[config.mk]
export PLATFORM = sky130hd
export DESIGN_NAME = line_loader
export DESIGN_NICKNAME = d
export VERILOG_FILES = /design/src/rtl/line_loader.sv
export SDC_FILE = /design/constraint.sdc
export NUM_CORES = 1
export LEC_CHECK = 0
export CAP_MARGIN = 5
export CORE_MARGIN = 4
export CORE_UTILIZATION = 50
export CTS_CLUSTER_SIZE = 25
export DETAILED_ROUTE_END_ITERATION = 6
export PLACE_DENSITY = 0.7
export SLEW_MARGIN = 25
export SYNTH_ARGS = -nofsm -noshare
export SYNTH_HDL_FRONTEND = slang
export SYNTH_SLANG_ARGS = --single-unit
[constraint.sdc]
create_clock -name clk -period 2.8 [get_ports clk]
set_input_delay 0.28 -clock clk [delete_from_list [all_inputs] [get_ports clk]]
set_output_delay 0.28 -clock clk [all_outputs]
set_load 0.01 [all_outputs]
[src/rtl/line_loader.sv]
// Serial-to-parallel line loader: assembles 25-bit lines MSB-first from a bit
// stream, double-buffers one completed line, and issues init/firstread pulses.
module line_loader #(
  parameter int memsize = 25,
  parameter int cntw    = 5
) (
  input  logic               clk,
  input  logic               rst,
  input  logic               start,
  input  logic [7:0]         num_lines,
  input  logic               bit_in,
  input  logic               bit_valid,
  output logic               bit_ready,
  input  logic               mem_busy,
  output logic [memsize-1:0] line,
  output logic               init,
  output logic               firstread,
  output logic               busy,
  output logic               done,
  output logic [7:0]         lines_issued
);

  typedef enum logic [1:0] {
    IDLE,
    RUN,
    DONE
  } state_t;

  localparam logic [cntw-1:0] last_idx = cntw'(memsize - 1);

  state_t             state;
  state_t             state_nxt;
  logic [7:0]         num_q;
  logic [7:0]         recv_cnt;
  logic [cntw-1:0]    cnt;
  logic [memsize-1:0] sr;
  logic [memsize-1:0] sr_nxt;
  logic [memsize-1:0] hold;
  logic               hold_full;
  logic               issue;
  logic               last_bit;
  logic               take;

  // The issue decision is shared by bit_ready so that a line completing in the
  // same cycle the hold buffer drains does not stall.
  always_comb begin
    issue     = (state == RUN) && hold_full && !mem_busy && !init && !firstread;
    last_bit  = (cnt == last_idx);
    bit_ready = (state == RUN) && (recv_cnt < num_q) &&
                !(last_bit && hold_full && !issue);
    take      = bit_valid && bit_ready;
    sr_nxt    = {sr[memsize-2:0], bit_in};
    busy      = (state == RUN);
    done      = (state == DONE);
  end

  always_ff @(posedge clk or negedge rst) begin
    if (!rst) state <= IDLE;
    else      state <= state_nxt;
  end

  // NOTE: every output of a combinational block gets a default before the case,
  // otherwise an unassigned path infers a latch.
  always_comb begin
    state_nxt = state;
    case (state)
      IDLE: if (start) state_nxt = RUN;
      RUN:  if ((lines_issued == num_q) && !hold_full) state_nxt = DONE;
      DONE: state_nxt = IDLE;
      default: state_nxt = IDLE;
    endcase
  end

  // NOTE: sequential state uses non-blocking assignments only, so every
  // right-hand side below sees the pre-edge value (line <= hold picks up the old
  // line even when a new one lands in hold on the same edge).
  // The hold buffer is a plain register, so it is cleared with everything else.
  always_ff @(posedge clk or negedge rst) begin
    if (!rst) begin
      num_q        <= '0;
      recv_cnt     <= '0;
      cnt          <= '0;
      sr           <= '0;
      hold         <= '0;
      hold_full    <= 1'b0;
      line         <= '0;
      init         <= 1'b0;
      firstread    <= 1'b0;
      lines_issued <= '0;
    end else begin
      init      <= issue;
      firstread <= init;

      if ((state == IDLE) && start) begin
        num_q        <= num_lines;
        lines_issued <= '0;
        recv_cnt     <= '0;
        cnt          <= '0;
        sr           <= '0;
      end

      if (take) begin
        sr <= sr_nxt;
        if (last_bit) begin
          cnt      <= '0;
          hold     <= sr_nxt;
          recv_cnt <= recv_cnt + 8'd1;
        end else begin
          cnt <= cnt + cntw'(1);
        end
      end

      if (take && last_bit) hold_full <= 1'b1;
      else if (issue)       hold_full <= 1'b0;

      if (issue) begin
        line         <= hold;
        lines_issued <= lines_issued + 8'd1;
      end
    end
  end

endmodule

==> impl_metrics.py, run 1 <==
metrics = {
    "floorplanning": {
        "fp-row-count": 35,
        "initial_utilization": 0.5222,
        "chipHeight_um": 106.9,
        "die-area_um2": 11430,
        "core_region_area_um2": 9371,
        "ios": 52,
        "die_w_um": 106.9,
    },
    "sta": {
        "finalClockSkew_ns": 0.01515,
        "rsz0062_at_grt": "false",
        "report.final.setup_viol": 0,
        "layout_setup_ws_ns": 0.3253,
        "period_share": 0.8838,
        "slew-limit-headroom": 0.5058,
        "final.min_clock_period_ns": 2.475,
        "tns_ns": 0,
        "slew_of_the_pin_with_the_lowest_slew_margin_ns": 0.7413,
        "final_max_slew_viol_count": 0,
        "finalHoldViolations": 0,
        "fmaxAchievable_mhz": 404.1,
    },
    "setup_path": {
        "startpoint_type_of_the_worst_setup_path": "flop",
        "reg2reg_setup_slack_ns": 0.33,
        "timing.critical_path.to_type": "flop",
        "worst-setup-path-type": "reg2reg",
        "cp.arrival_ns": 2.73,
        "worst_ep_required_time_ns": 3.06,
        "crit_path_max_fanout": 35,
        "worst-r2r-cell-count": 9,
    },
    "detailed_routing": {
        "post_drt_wl_per_cell_um": 14.27,
        "totalWireLength_um": 9421,
        "antenna_violating_nets_post_route": 0,
        "via_per_inst": 5.236,
        "post-route-drc-count": 0,
        "first_iter_violations": 141,
        "vias": 3456,
        "drt_pass1_iterations": 4,
    },
    "status": {
        "status": "finished, final reports clean",
    },
    "yosys": {
        "synth_area_leaders": "dfrtp_1 (55%), nand2_1 (10%), mux2_4 (5.5%)",
        "synth.lib_cells_used.distinct": 46,
        "synthesis.nets": 501,
        "synth_most_common_cell": "nand2_1",
        "yosysWarningCount": 0,
        "synthArstFlopShare": 1.000,
        "number_of_enable_flip_flop_cells_after_synthesis": 0,
        "postSynth.topFlopCell": "dfrtp_1",
        "synth_cells": 476,
        "mappedNetlistArea_um2": 4893,
        "syn_avg_cell_area_um2": 10.28,
        "netlist.top_cell.by_area": "dfrtp_1",
        "synth_commonest_cells": "nand2_1 (133), dfrtp_1 (108), nand3_1 (36)",
        "synth_sequential_area_ratio": 0.5523,
        "ys_ff_latch": 108,
        "yosysTopAreaCellShare": 0.5523,
    },
    "cells_and_area": {
        "syn2layout_area_growth_pct": 17.72,
        "count_of_inserted_antenna_diode_cells": 0,
        "drive_above_1_share": 0.1149,
        "fillerInstances": 829,
        "layout.nets": 551,
        "finish.utilization": 0.6147,
    },
    "placement": {
        "preCtsSetupSlack_ns": 0.3925,
        "routabilityCongestion": 0.7829,
        "placement.io_buffers": 51,
        "post-dp-hpwl_um": 6504,
    },
    "power": {
        "p_per_area_nw_per_um2": 554.3,
        "irDropWorstVdd_mv": 0.2603,
        "total_power_w": 0.003193,
        "p_leak_nw": 2.885,
    },
    "worst_hold_path": {
        "timing.hold.worst.class": "in2reg",
        "depth_of_the_worst_hold_timing_path": 3,
    },
    "grt": {
        "grt_antenna_before_repair": 0,
        "grt_overflow": 0,
        "grt_first_pass_wirelength_um": 16560,
        "grt_max_degree": 59,
        "via_count_of_the_first_global_routing_pass": 3448,
        "gr-usage-all-layers": 0.1800,
    },
    "clock_tree": {
        "h-tree-depth": 3,
        "cts.reportedPaths.clkPinSlew_ns": 0.12,
        "tritoncts.num_buffers": 9,
        "cts_tree": "done",
        "clock_sinks": 108,
        "clock-root-buffer": "clkbuf_8",
        "cts_max_path_buffers": 2,
        "worstSkewPairLatency_ns": 0.38,
    },
    "job": {
        "number_of_max_capacitance_violations_reported": 0,
    },
}
## through the flow
step	instances	hold WS (ns)	area [um^2]
5_1_grt	660	0.4838	5761
6_report	660	0.4568	5761
3_5_place_dp	642	0.3970	5535
2_1_floorplan	476	-0.01559	4893
3_3_place_gp	642	0.3906	5535
4_1_cts	660	0.4484	5758
## layout by cell type, fill, tap and decap left out, types with 2 or more instances in the layout
| master | n |
|---|---|
| clkbuf_8 | 9 |
| buf_4 | 12 |
| a21oi_1 | 3 |
| o31ai_1 | 4 |
| mux2i_1 | 8 |
| o21ai_0 | 18 |
| nor2_1 | 12 |
| o21ai_1 | 20 |
| mux2_4 | 18 |
| clkdlybuf4s50_1 | 49 |
| dfrtp_1 | 108 |
| a211o_1 | 2 |
| nand4_1 | 6 |
| o211ai_1 | 3 |
| nand3_1 | 36 |
| inv_8 | 2 |
| and2_1 | 7 |
| nand2b_1 | 4 |
| inv_1 | 14 |
| xnor2_1 | 7 |
| nor2b_1 | 3 |
| ha_1 | 11 |
| clkinv_8 | 2 |
| nand2_1 | 133 |
| and3_1 | 6 |
| clkinv_4 | 3 |
| mux2_2 | 7 |
## worst max-delay path, stage by stage (launching register included)
cell	delay, ns
dfrtp_1	0.44
ha_1	0.21
or3b_1	0.38
o2111ai_1	0.11
a31o_1	0.20
buf_4	0.14
buf_4	0.33
and2_0	0.20
buf_4	0.21
o21ai_0	0.12
## repair_timing
item	CTS	global route
hold endpoints to repair	52	0
resized for setup	0	1
hold buffers	1	0
setup buffers	1	0
endpoints found under the setup margin	1	1
pin swaps	1	1
## state kept, by name (all words and copies together), names as in the netlist
signal        cells
cnt               5
line             25
lines_issued      8
hold             25
recv_cnt          8
firstread         1
hold_full         1
state             2
init              1
sr               24
num_q             8
## where the power goes
part           switching [W]  internal [W]
clock network       0.000595      0.000356
registers           0.000146       0.00170
logic               0.000185      0.000209
## per-layer routing
layer,global-route usage,vias to the layer above,part of all wire
met1,0.2442,1675,0.46
met5,0,-,0
met3,0.03974,13,0.029
met4,0.06119,0,0.019
met2,0.2878,62,0.49
li1,-,1706,-
## kinds of logic after synthesis
group / synth area share
adder cells (fa/ha/maj): 0.02813
multiplexers: 0.08770
buffers and inverters: 0.03707
flip-flops: 0.5523
AND/OR/NAND/NOR: 0.2099
AO/OA/AOI/OAI: 0.07057
XOR/XNOR: 0.01432
## final timing paths
kind | startpoint | end
min in group asynchronous | rst | line[9]$_DFFE_PN0P_
worst min-delay path | num_lines[0] | num_q[0]$_DFFE_PN0P_
worst min register to register | hold[4]$_DFFE_PN0P_ | line[4]$_DFFE_PN0P_
max in group asynchronous | rst | recv_cnt[2]$_DFF_PN0_
worst max register to register | recv_cnt[1]$_DFF_PN0_ | sr[7]$_DFFE_PN0P_
worst max-delay path | recv_cnt[1]$_DFF_PN0_ | sr[7]$_DFFE_PN0P_
## layout make-up
type | instances | area (um^2) | share of cell area
Timing Repair Buffer | 64 | 623.1 | 0.1082
Clock inverter | 7 | 81.33 | 0.01412
Inverter | 14 | 52.55 | 0.009123
Multi-Input combinational cell | 329 | 2016 | 0.3499
Tap cell | 129 | 161.4 | 0.02802
Sequential cell | 108 | 2703 | 0.4692
Clock buffer | 9 | 123.9 | 0.02150
No activity file was read; power rests on OpenSTA's default activity.
==> run 2, diff against run 1 <==
--- a/config.mk
+++ b/config.mk
@@ -5,6 +5,7 @@
 export SDC_FILE = /design/constraint.sdc
 export NUM_CORES = 1
 export LEC_CHECK = 0
+export ABC_CLOCK_PERIOD_IN_PS = 2800
 export CAP_MARGIN = 5
 export CORE_MARGIN = 4
 export CORE_UTILIZATION = 50
==> results of run 2 <==
Final layout, timing and power as in run 1 (identical DEF).
